## config.mk

```make
export PLATFORM = sky130hd
export DESIGN_NAME = ccff_bitstream_loader
export DESIGN_NICKNAME = d
export VERILOG_FILES = /design/src/rtl/ccff_pkg.sv /design/src/rtl/ccff_piso_shreg.sv /design/src/rtl/ccff_bitstream_loader.sv
export SDC_FILE = /design/constraint.sdc
export NUM_CORES = 1
export LEC_CHECK = 0
export CORE_MARGIN = 2
export CORE_UTILIZATION = 54
export CTS_CLUSTER_SIZE = 28
export DETAILED_ROUTE_END_ITERATION = 8
export HOLD_SLACK_MARGIN = 0.03
export PLACE_DENSITY = 0.86
export SLEW_MARGIN = 15
export SYNTH_ARGS = -nofsm -noshare
export SYNTH_HDL_FRONTEND = slang
export SYNTH_SLANG_ARGS = --single-unit
```

## constraint.sdc

```tcl
create_clock -name prog_clk -period 4.37 [get_ports prog_clk]
set_input_delay 1.311 -clock prog_clk [delete_from_list [all_inputs] [get_ports prog_clk]]
set_output_delay 1.311 -clock prog_clk [all_outputs]
set_load 0.005 [all_outputs]
```

## src/rtl/ccff_pkg.sv

```systemverilog
// Shared types and default widths for the ccff bitstream loader.
package ccff_pkg;

  localparam int unsigned CCFF_WORD_W = 32;
  localparam int unsigned CCFF_LEN_W  = 16;
  localparam int unsigned CCFF_ERR_W  = 16;

  typedef enum logic [1:0] {
    ST_IDLE  = 2'd0,
    ST_FETCH = 2'd1,
    ST_SHIFT = 2'd2,
    ST_DONE  = 2'd3
  } ccff_ld_state_t;

endpackage

```

## src/rtl/ccff_piso_shreg.sv

```systemverilog
// Parallel-in serial-out word register, MSB first.
// o_bit is the register MSB, so it drives ccff_head glitch-free.
module ccff_piso_shreg
  import ccff_pkg::*;
#(
  parameter int unsigned WORD_W = CCFF_WORD_W
) (
  input  logic              i_clk,
  input  logic              i_rst,
  input  logic              i_load,
  input  logic              i_shift,
  input  logic [WORD_W-1:0] i_data,
  output logic              o_bit,
  output logic              o_last
);

  localparam int unsigned IDX_W = $clog2(WORD_W);

  logic [WORD_W-1:0] r_data;
  logic [IDX_W-1:0]  r_idx;

  // Word storage and index of the bit currently presented on o_bit.
  always_ff @(posedge i_clk or posedge i_rst) begin
    if (i_rst) begin
      r_data <= {WORD_W{1'b0}};
      r_idx  <= {IDX_W{1'b0}};
    end else if (i_load) begin
      r_data <= i_data;
      r_idx  <= IDX_W'(WORD_W - 1);
    end else if (i_shift) begin
      r_data <= {r_data[WORD_W-2:0], 1'b0};
      r_idx  <= r_idx - IDX_W'(1);
    end else begin
      r_data <= r_data;
      r_idx  <= r_idx;
    end
  end

  assign o_bit  = r_data[WORD_W-1];
  assign o_last = (r_idx == {IDX_W{1'b0}});

endmodule

```

## src/rtl/ccff_bitstream_loader.sv

```systemverilog
// Serialises a word stream onto the ccff chain head and optionally
// compares the chain tail against a re-sent bitstream.
module ccff_bitstream_loader
  import ccff_pkg::*;
#(
  parameter int unsigned WORD_W = CCFF_WORD_W,
  parameter int unsigned LEN_W  = CCFF_LEN_W,
  parameter int unsigned ERR_W  = CCFF_ERR_W
) (
  input  logic              prog_clk,
  input  logic              pReset,
  input  logic              cfg_start,
  input  logic              cfg_verify,
  input  logic [LEN_W-1:0]  cfg_len,
  input  logic [WORD_W-1:0] s_data,
  input  logic              s_valid,
  output logic              s_ready,
  output logic              ccff_head,
  output logic              shift_en,
  input  logic              ccff_tail,
  output logic              busy,
  output logic              done,
  output logic              mismatch,
  output logic [ERR_W-1:0]  err_cnt
);

  function automatic logic [ERR_W-1:0] sat_inc(input logic [ERR_W-1:0] v);
    return (&v) ? v : v + ERR_W'(1);
  endfunction

  ccff_ld_state_t r_state, w_next_state;

  logic [LEN_W-1:0] r_len, r_cnt, w_cnt_nxt;
  logic             r_verify;
  logic             r_s_ready, r_shift_en, r_busy, r_done, r_mismatch;
  logic [ERR_W-1:0] r_err_cnt;
  logic             w_load, w_shift, w_shift_en_nxt;
  logic             w_bit, w_last, w_start, w_hs, w_len_done;

  assign w_start    = cfg_start && (r_state == ST_IDLE);
  assign w_hs       = s_valid && r_s_ready;
  assign w_len_done = (r_cnt == r_len);

  ccff_piso_shreg #(.WORD_W(WORD_W)) u_shreg (
    .i_clk   (prog_clk),
    .i_rst   (pReset),
    .i_load  (w_load),
    .i_shift (w_shift),
    .i_data  (s_data),
    .o_bit   (w_bit),
    .o_last  (w_last)
  );

  // FSM state register.
  always_ff @(posedge prog_clk or posedge pReset) begin
    if (pReset) r_state <= ST_IDLE;
    else        r_state <= w_next_state;
  end

  // FSM next-state logic; the length limit wins over the word boundary.
  always_comb begin
    w_next_state = r_state;
    case (r_state)
      ST_IDLE: begin
        if (cfg_start) w_next_state = (cfg_len != {LEN_W{1'b0}}) ? ST_FETCH : ST_DONE;
        else           w_next_state = ST_IDLE;
      end
      ST_FETCH: begin
        if (w_hs) w_next_state = ST_SHIFT;
        else      w_next_state = ST_FETCH;
      end
      ST_SHIFT: begin
        if (w_len_done)  w_next_state = ST_DONE;
        else if (w_last) w_next_state = ST_FETCH;
        else             w_next_state = ST_SHIFT;
      end
      ST_DONE: w_next_state = ST_IDLE;
      default: w_next_state = ST_IDLE;
    endcase
  end

  // FSM output logic: shift-register control, next shift enable and bit count.
  always_comb begin
    w_load         = 1'b0;
    w_shift        = 1'b0;
    w_shift_en_nxt = 1'b0;
    w_cnt_nxt      = r_cnt;
    case (r_state)
      ST_IDLE: begin
        if (cfg_start) w_cnt_nxt = {LEN_W{1'b0}};
        else           w_cnt_nxt = r_cnt;
      end
      ST_FETCH: begin
        if (w_hs) begin
          w_load         = 1'b1;
          w_shift_en_nxt = 1'b1;
          w_cnt_nxt      = r_cnt + LEN_W'(1);
        end else begin
          w_load         = 1'b0;
        end
      end
      ST_SHIFT: begin
        if (!w_len_done && !w_last) begin
          w_shift        = 1'b1;
          w_shift_en_nxt = 1'b1;
          w_cnt_nxt      = r_cnt + LEN_W'(1);
        end else begin
          w_shift        = 1'b0;
        end
      end
      ST_DONE: w_cnt_nxt = r_cnt;
      default: w_cnt_nxt = r_cnt;
    endcase
  end

  // Registered handshake/status outputs and the latched pass configuration.
  always_ff @(posedge prog_clk or posedge pReset) begin
    if (pReset) begin
      r_s_ready  <= 1'b0;
      r_shift_en <= 1'b0;
      r_busy     <= 1'b0;
      r_done     <= 1'b0;
      r_cnt      <= {LEN_W{1'b0}};
      r_len      <= {LEN_W{1'b0}};
      r_verify   <= 1'b0;
    end else begin
      r_s_ready  <= (w_next_state == ST_FETCH);
      r_shift_en <= w_shift_en_nxt;
      r_busy     <= (w_next_state == ST_FETCH) || (w_next_state == ST_SHIFT);
      r_done     <= (w_next_state == ST_DONE);
      r_cnt      <= w_cnt_nxt;
      if (w_start) begin
        r_len    <= cfg_len;
        r_verify <= cfg_verify;
      end else begin
        r_len    <= r_len;
        r_verify <= r_verify;
      end
    end
  end

  // Verify compare: on a shift edge the tail carries the load-pass bit for this position.
  always_ff @(posedge prog_clk or posedge pReset) begin
    if (pReset) begin
      r_mismatch <= 1'b0;
      r_err_cnt  <= {ERR_W{1'b0}};
    end else if (w_start) begin
      r_mismatch <= 1'b0;
      r_err_cnt  <= {ERR_W{1'b0}};
    end else if (r_verify && r_shift_en && (ccff_tail != w_bit)) begin
      r_mismatch <= 1'b1;
      r_err_cnt  <= sat_inc(r_err_cnt);
    end else begin
      r_mismatch <= r_mismatch;
      r_err_cnt  <= r_err_cnt;
    end
  end

  assign s_ready   = r_s_ready;
  assign ccff_head = w_bit;
  assign shift_en  = r_shift_en;
  assign busy      = r_busy;
  assign done      = r_done;
  assign mismatch  = r_mismatch;
  assign err_cnt   = r_err_cnt;

endmodule

```

==> flow_metrics.tcl, run 1 <==
set metrics [dict create \
    cts_buffers 9 \
    first_global_vias 3704 \
    final_cell_mix "105 x nand2_1, 93 x dfrtp_1, 75 x clkdlybuf4s50_1" \
    h-tree-depth 3 \
    hold_violations 0 \
    period_share_pct 75.8 \
    wl_per_cell_um 14.9 \
    p_switching_mw 1.14 \
    antenna_found_initial 0 \
    setup_tns_ns 0 \
    diodes 0 \
    relSlewSlack_pct 25.4 \
    drtPass1Iterations 4 \
    synth_warnings 0 \
    pwr-share-comb_pct 36.0 \
    ys.flop_type "dfrtp_1" \
    postCtsSetupBuffers 0 \
    clockRootBuffer "clkbuf_8" \
    place_hpwl_um 7240 \
    rsz0062_at_grt "no" \
    grtUsageTotal_pct 21.6 \
    async_reset_ff_share_pct 100 \
    end_kind "register" \
    cts.repair.resized 0 \
    die_area_mm2 0.00966 \
    via_count 3755 \
    routed_wl_um 10000 \
    synth_cells 491 \
    synth_cell_types 50 \
    pin_count 76 \
    p_per_area_mw_per_mm2 523 \
    startpoint_type "input pin" \
    min_path_type "reg2reg" \
    ir_drop_uv 272 \
    worst_slew_pin_slew_ns 1.12 \
    fin_crit_ns 3.31 \
    fill_cells 705 \
    cts_sinks 93 \
    start_util_pct 55.3 \
    clk_path_buf_depth 2 \
    grt_first_pass_wirelength_um 17000 \
    critPathArrivalTime_ns 3.56 \
    crit_fanout 19 \
    design_area_mm2 0.00575 \
    grt_max_degree 64 \
    cts_hold_buf 0 \
    row_count 34 \
    area_delta_synth_final_pct 19.8 \
    die_h_um 98.3 \
    dp.cells 653 \
    drtIter0Drc 183 \
    place.gp.congestion 0.860 \
    drive_gt1_share_pct 7.66 \
    worstPathCellList "clkdlybuf4s50_1 -> inv_1 -> a221o_1 -> a21oi_2 -> o21ai_4 -> or2_1 -> o41ai_1" \
    syn-num-nets 555 \
    status "finished clean" \
    placed_cell_area_mm2 0.00555 \
    path_class "in2reg" \
    setup_viol_count_final 0 \
    layout.nets 620 \
    cap_viol_max_count 0 \
    cts_tree "yes" \
    clock_latency_ns 0.36 \
    ys_seq_area_share_pct 48.5 \
    fin_util_pct 66.2 \
    drc_errors 0 \
    critical-path-top-delay-family "compound AO/OA/AOI/OAI gates" \
    slowest_stage "or2_1" \
    synth_edf_count 0 \
    core_mm2 0.00868 \
    fin_skew_ns 0.0102 \
    required_ns 4.61 \
    port_buffers 75 \
    stdcell_count 669 \
    overflow 0 \
    syn-cell-area_mm2 0.00480 \
    crit_path_max_incr_delay_ns 0.51 \
    synth-seq-cells 93 \
    clkSlewWorstSetupHoldPaths_ns 0.09 \
    p_clk_share_pct 19.2 \
    layout_commonest_cell "nand2_1" \
    fmax_mhz 302 \
    maxSlewViolCount 0 \
    routed_via_density 5.61 \
    cp_num_buf_inv 2 \
    avgSynthCellArea_um2 9.77 \
    p_leak_nw 2.68 \
    pwr-share-seq_pct 44.8 \
    p_int_mw 1.87 \
    drtAntennaViolNets 0 \
    switching_share_pct 37.9 \
    die_w_um 98.3 \
    finalPower_mw 3.01 \
]
[worst min-delay path, stage by stage (launching register included)]
cell	delay, ns
dfrtp_1	0.35
nand2_1	0.05
nand2_1	0.06
[power by group through the flow]
stage	clock, mW	combinational (mW)	sequential, mW
after floorplan	0	0.874	1.30
after detailed placement	0	1.09	1.36
after global routing	0.628	1.23	1.38
after CTS	0.591	1.09	1.35
final	0.576	1.08	1.35
after global placement	0	1.03	1.35
[path summary, 6_finish.rpt]
| kind | from | to | slack, ns | cells after the start |
|---|---|---|---|---|
| setup / recovery | cfg_start | r_cnt[10] | 1.06 | 7 |
| hold / removal | r_verify | r_verify | 0.49 | 2 |
| setup reg to reg | r_cnt[9] | u_shreg.r_data[20] | 1.56 | 6 |
| hold reg to reg | r_verify | r_verify | 0.49 | 2 |
| max in group asynchronous | pReset | r_cnt[4] | 2.27 | 3 |
| min in group asynchronous | pReset | err_cnt[5] | 1.40 | 2 |
[metal layers]
metal / global-route usage (%) / up-vias / share of wire, %
met5: 0 / - / 0
li1: - / 1820 / -
met1: 27.7 / 1812 / 44
met2: 36.6 / 101 / 49
met4: 7.17 / 0 / 1.9
met3: 4.87 / 22 / 5.4
[cell families (layout without fill, tap and decap cells)]
kind of cell / Yosys count / in the layout / share of synthesized area [%]
compound gates: 83 / 83 / 11.6
xor+xnor: 34 / 34 / 6.21
fa+ha+maj: 10 / 10 / 2.61
buf+inv: 38 / 108 / 4.62
flops: 93 / 93 / 48.5
mux: 32 / 32 / 6.68
simple gates: 201 / 201 / 19.8
[final cells by class]
type / count / area [um2] / area share [%]
tap: 108 / 135 / 2.35
timing repair buffer: 77 / 778 / 13.5
sequential: 93 / 2330 / 40.5
multi-input combinational: 360 / 2250 / 39.2
clock inverter: 6 / 72.6 / 1.26
clock buffer: 10 / 128 / 2.22
inverter: 15 / 57.6 / 1.00
[Yosys cell counts, types with 2 or more instances]
master,number,area (um2)
or4_1,2,15.0
nand2b_1,2,12.5
ha_1,10,125
inv_1,15,56.3
nand3_1,21,105
and4_1,2,17.5
a211oi_1,3,22.5
o21ai_2,3,26.3
o21ai_0,46,230
nor2_1,29,109
nand2_1,105,394
a21oi_1,9,45.0
xnor2_1,4,35.0
dfrtp_1,93,2330
o41ai_1,2,17.5
o31ai_2,6,75.1
nor3_1,3,15.0
a31oi_1,3,18.8
or3_1,2,12.5
nor4_1,3,18.8
buf_2,2,10.0
nand4_1,10,62.6
xor2_1,30,263
and3_1,5,31.3
clkbuf_1,13,48.8
nor4b_1,2,17.5
buf_8,2,30.0
nor4_2,4,50.1
buf_6,5,56.3
and2_1,4,25.0
mux2i_1,32,320
[flip-flops by register name, summed over array words and instances (netlist names)]
register,flops
u_shreg.r_data,32
err_cnt,16
r_cnt,16
r_len,16
u_shreg.r_idx,5
r_state,2
busy,1
done,1
mismatch,1
r_verify,1
s_ready,1
shift_en,1
[metrics by stage]
step | hold WS (ns) | setup WS, ns
floorplan | 0.446 | 0.639
global placement | 0.462 | 0.819
detailed placement | 0.468 | 0.716
CTS | 0.490 | 1.07
global route | 0.517 | 0.903
finish | 0.486 | 1.06
No activity file was read; power rests on OpenSTA's default activity.
==> run 2: changes to the inputs <==
==> constraint.sdc (replaced) <==
create_clock -name prog_clk -period 3.17 [get_ports prog_clk]
set_input_delay 0.951 -clock prog_clk [delete_from_list [all_inputs] [get_ports prog_clk]]
set_output_delay 0.951 -clock prog_clk [all_outputs]
set_load 0.005 [all_outputs]
==> flow_metrics.tcl, run 2 (synthesis gave the netlist of run 1 again) <==
set metrics [dict create \
    antenna_found_initial 0 \
    die_area_mm2 0.00966 \
    r2r_end "u_shreg.r_data[7]" \
    routed_wl_um 10600 \
    rsz0062_at_grt "no" \
    worst_slew_pin_slew_ns 0.672 \
    row_count 34 \
    fin_skew_ns 0.00781 \
    core_mm2 0.00868 \
    h-tree-depth 3 \
    r2r-start "r_cnt[4]" \
    crit_fanout 6 \
    drc_errors 0 \
    min_path_type "reg2reg" \
    diodes 0 \
    fin_crit_ns 2.61 \
    finalPower_mw 4.25 \
    p_switching_mw 1.62 \
    setup_tns_ns 0 \
    place.gp.congestion 0.860 \
    r2r_slack_ns 0.89 \
    cts.repair.resized 0 \
    drtAntennaViolNets 0 \
    period_share_pct 82.4 \
    fin_util_pct 67.2 \
    via_count 3791 \
    p_int_mw 2.63 \
    pwr-share-seq_pct 44.0 \
    cap_viol_max_count 0 \
    drive_gt1_share_pct 8.98 \
    cts_hold_buf 0 \
    routed_via_density 5.61 \
    overflow 0 \
    cts_tree "yes" \
    cts_buffers 9 \
    worstHoldStart "r_verify" \
    dp.cells 660 \
    fmax_mhz 383 \
    first_global_vias 3891 \
    path_class "in2reg" \
    pin_count 76 \
    largest_reg_flops 32 \
    timing.final.ws_setup_ns 0.558 \
    relSlewSlack_pct 55.1 \
    clk_path_buf_depth 2 \
    port_buffers 75 \
    clock_latency_ns 0.35 \
    grt_max_degree 64 \
    area_delta_synth_final_pct 21.6 \
    place_hpwl_um 7550 \
    placed_cell_area_mm2 0.00563 \
    grtUsageTotal_pct 22.9 \
    postCtsSetupBuffers 0 \
    required_ns 3.44 \
    startpoint_type "input pin" \
    grt_first_pass_wirelength_um 18100 \
    critPathArrivalTime_ns 2.88 \
    final_cell_mix "105 x nand2_1, 93 x dfrtp_1, 75 x clkdlybuf4s50_1" \
    die_h_um 98.3 \
    clockRootBuffer "clkbuf_8" \
    maxSlewViolCount 0 \
    worst_r2r_path_depth 7 \
    clkSlewWorstSetupHoldPaths_ns 0.09 \
    pwr-share-comb_pct 36.7 \
    hold_violations 0 \
    timing.hold.ws_ns 0.492 \
    ir_drop_uv 364 \
    die_w_um 98.3 \
    p_clk_share_pct 19.2 \
    hold_depth 2 \
    design_area_mm2 0.00583 \
    regMostFlops "u_shreg.r_data" \
    layout.nets 627 \
    layout_commonest_cell "nand2_1" \
    cts_sinks 93 \
    wl_per_cell_um 15.6 \
    pre_cts_slack_ns 0.210 \
    p_leak_nw 2.73 \
    drtIter0Drc 251 \
    stdcell_count 676 \
    switching_share_pct 38.2 \
    setup_viol_count_final 0 \
    end_kind "register" \
    p_per_area_mw_per_mm2 728 \
    status "finished clean" \
    start_util_pct 55.3 \
    min_to "r_verify" \
    drtPass1Iterations 4 \
]
-- run 2: cell count changes in the layout (fill, tap and decap cells not counted), sizes merged --
cell    previous run  this run
buf                2         9
inv               15        17
clkbuf            10         9
clkinv             4         3
-- run 2: layout make-up --
type | instances | area, um2
tap | 108 | 135
sequential | 93 | 2330
multi-input combinational | 360 | 2250
clock inverter | 7 | 81.3
fill | 667 | 2840
timing repair buffer | 84 | 856
clock buffer | 9 | 124
inverter | 15 | 60.1
-- run 2: worst max-delay path by stage --
stage                    from  slack [ns]          end  cells after the start
global placement      s_valid        0.26    r_cnt[15]                      8
finish                s_valid        0.56     r_cnt[7]                      8
floorplan             s_valid        0.81     r_cnt[4]                      8
CTS                   s_valid        0.58     r_cnt[7]                      8
detailed placement    s_valid        0.21     r_cnt[7]                      8
global route        ccff_tail        0.40  err_cnt[13]                      7
-- run 2: critical path, stage by stage --
cell,delay [ns]
clkdlybuf4s50_1,0.50
nand2_1,0.12
a221o_1,0.35
a21oi_2,0.15
o21ai_4,0.09
or2_1,0.30
buf_4,0.20
o31ai_2,0.22
-- run 2: power by group through the flow --
stage	sequential, mW	clock [mW]	combinational [mW]
2_1_floorplan	1.79	0	1.21
3_3_place_gp	1.86	0	1.48
3_5_place_dp	1.88	0	1.55
4_1_cts	1.87	0.836	1.57
5_1_grt	1.92	0.879	1.75
6_report	1.87	0.818	1.56
-- run 2: routing by layer --
metal | track usage, % | share of wire (%) | vias up
li1 | - | - | 1834
met1 | 29.2 | 42 | 1849
met2 | 40.0 | 52 | 96
met3 | 5.23 | 4.8 | 12
met4 | 5.48 | 1.3 | 0
met5 | 0 | 0 | -
==> run 3: changes to the inputs <==
--- a/config.mk
+++ b/config.mk
@@ -6,11 +6,11 @@
 export NUM_CORES = 1
 export LEC_CHECK = 0
 export CORE_MARGIN = 2
-export CORE_UTILIZATION = 54
+export CORE_UTILIZATION = 49
 export CTS_CLUSTER_SIZE = 28
 export DETAILED_ROUTE_END_ITERATION = 8
 export HOLD_SLACK_MARGIN = 0.03
-export PLACE_DENSITY = 0.86
+export PLACE_DENSITY = 0.83
 export SLEW_MARGIN = 15
 export SYNTH_ARGS = -nofsm -noshare
 export SYNTH_HDL_FRONTEND = slang
==> constraint.sdc (replaced) <==
create_clock -name prog_clk -period 2.3 [get_ports prog_clk]
set_input_delay 0.69 -clock prog_clk [delete_from_list [all_inputs] [get_ports prog_clk]]
set_output_delay 0.69 -clock prog_clk [all_outputs]
set_load 0.005 [all_outputs]
==> flow_metrics.tcl, run 3 (synthesis gave the netlist of run 1 again) <==
set metrics [dict create \
    clockRootBuffer "clkbuf_8" \
    overflow 0 \
    crit_path_max_incr_delay_ns 0.49 \
    fin_util_pct 63.9 \
    place_hpwl_um 7750 \
    routed_via_density 5.25 \
    required_ns 2.55 \
    layout.nets 658 \
    min_path_type "reg2reg" \
    relSlewSlack_pct 68.2 \
    drtPass1Iterations 4 \
    diodes 0 \
    core_mm2 0.00964 \
    drtAntennaViolNets 0 \
    crit_fanout 11 \
    drtIter0Drc 242 \
    cts_tree "yes" \
    place.gp.congestion 0.919 \
    clock_latency_ns 0.38 \
    clk_path_buf_depth 2 \
    drive_gt1_share_pct 14.0 \
    rsz0062_at_grt "no" \
    largest_reg_flops 32 \
    critPathArrivalTime_ns 2.52 \
    row_count 36 \
    pin_count 76 \
    fmax_mhz 441 \
    grt_first_pass_wirelength_um 18100 \
    hold_violations 0 \
    die_w_um 103 \
    drc_errors 0 \
    setup_tns_ns 0 \
    routed_wl_um 10900 \
    grtUsageTotal_pct 22.1 \
    startpoint_type "input pin" \
    cpMostUsedCell "buf_4" \
    status "finished clean" \
    regMostFlops "u_shreg.r_data" \
    port_buffers 75 \
    first_global_vias 3889 \
    r2r-start "r_cnt[3]" \
    start_util_pct 49.8 \
    dp.cells 715 \
    cts_sinks 93 \
    worstPathCellList "clkdlybuf4s50_1 -> nand2_1 -> a221o_1 -> a21oi_2 -> o21ai_4 -> buf_4 -> buf_4 -> o21ai_0 -> o31ai_2" \
    die_area_mm2 0.0106 \
    via_count 3844 \
    ir_drop_uv 563 \
    die_h_um 103 \
    antenna_found_initial 0 \
    setup_viol_count_final 0 \
    h-tree-depth 3 \
    clkSlewWorstSetupHoldPaths_ns 0.10 \
    cap_viol_max_count 0 \
    cts_buffers 9 \
    postCtsSetupBuffers 0 \
    layout_commonest_cell "nand2_1" \
    period_share_pct 98.7 \
    p_leak_nw 2.91 \
    path_class "in2reg" \
    wl_per_cell_um 14.9 \
    grt_max_degree 64 \
    timing.hold.ws_ns 0.489 \
    worst_slew_pin_slew_ns 0.476 \
    area_delta_synth_final_pct 28.4 \
    maxSlewViolCount 0 \
    stdcell_count 732 \
    fin_crit_ns 2.27 \
    worstHoldStart "r_verify" \
    slowest_stage "clkdlybuf4s50_1" \
    p_per_area_mw_per_mm2 987 \
    final_cell_mix "105 x nand2_1, 93 x dfrtp_1, 74 x clkdlybuf4s50_1" \
    end_kind "register" \
    fin_skew_ns 0.0124 \
    timing.critical_path.from "s_valid" \
]
==> run 3: per-layer routing <==
layer  wire length [um]  vias to the layer above  track usage [%]  part of all wire, %
met5                  0                        -                0                    0
met4                282                        0             8.60                  2.6
met3                497                       21             5.90                  4.6
met2               5520                       92             36.6                   51
met1               4610                     1841             27.8                   42
li1                   -                     1890                -                    -
==> run 3: worst paths after layout <==
path                                 endpoint  slack (ns)  depth (start not counted)
hold reg to reg                      r_verify        0.49                          2
setup reg to reg           u_shreg.r_data[30]        0.15                          7
max in group asynchronous            r_len[4]        1.05                          3
setup / recovery                    r_cnt[14]        0.03                          9
min in group asynchronous   u_shreg.r_data[7]        0.68                          2
hold / removal                       r_verify        0.49                          2
==> run 3: power breakdown <==
| part | internal, mW | switching, mW |
|---|---|---|
| registers | 2.17 | 0.384 |
| logic | 1.05 | 1.28 |
| clock network | 0.535 | 0.660 |
==> run 3: layout make-up <==
cell class | count | area [um2]
Clock inverter | 7 | 88.8
Sequential cell | 93 | 2330
Inverter | 15 | 60.1
Fill cell | 796 | 3480
Clock buffer | 9 | 124
Timing Repair Buffer | 115 | 1130
Multi-Input combinational cell | 360 | 2260
Tap cell | 133 | 166
==> run 3: critical path: cells and delay by family <==
kind / cells / cell delay [ns]
AOI/OAI and AO/OA: 5 / 0.93
buffers and inverters: 3 / 0.82
and+or+nand+nor: 1 / 0.08
==> run 3: metrics by stage <==
stage                     total power [mW]  setup slack [ns]  instance area, um2
after floorplan                       4.13             0.202                4800
after global placement                4.74            -0.347                5910
after detailed placement              4.86            -0.420                5910
after CTS                             6.08            0.0227                6130
after global routing                  6.53           0.00176                6160
final                                 6.08            0.0310                6160
==> run 3: what timing repair did <==
| item | CTS | global route |
|---|---|---|
| setup endpoints to repair | 5 | 12 |
| pin swaps | 0 | 1 |
| hold buffers | 0 | 0 |
| resized for setup | 1 | 5 |
| gates cloned | 0 | 1 |
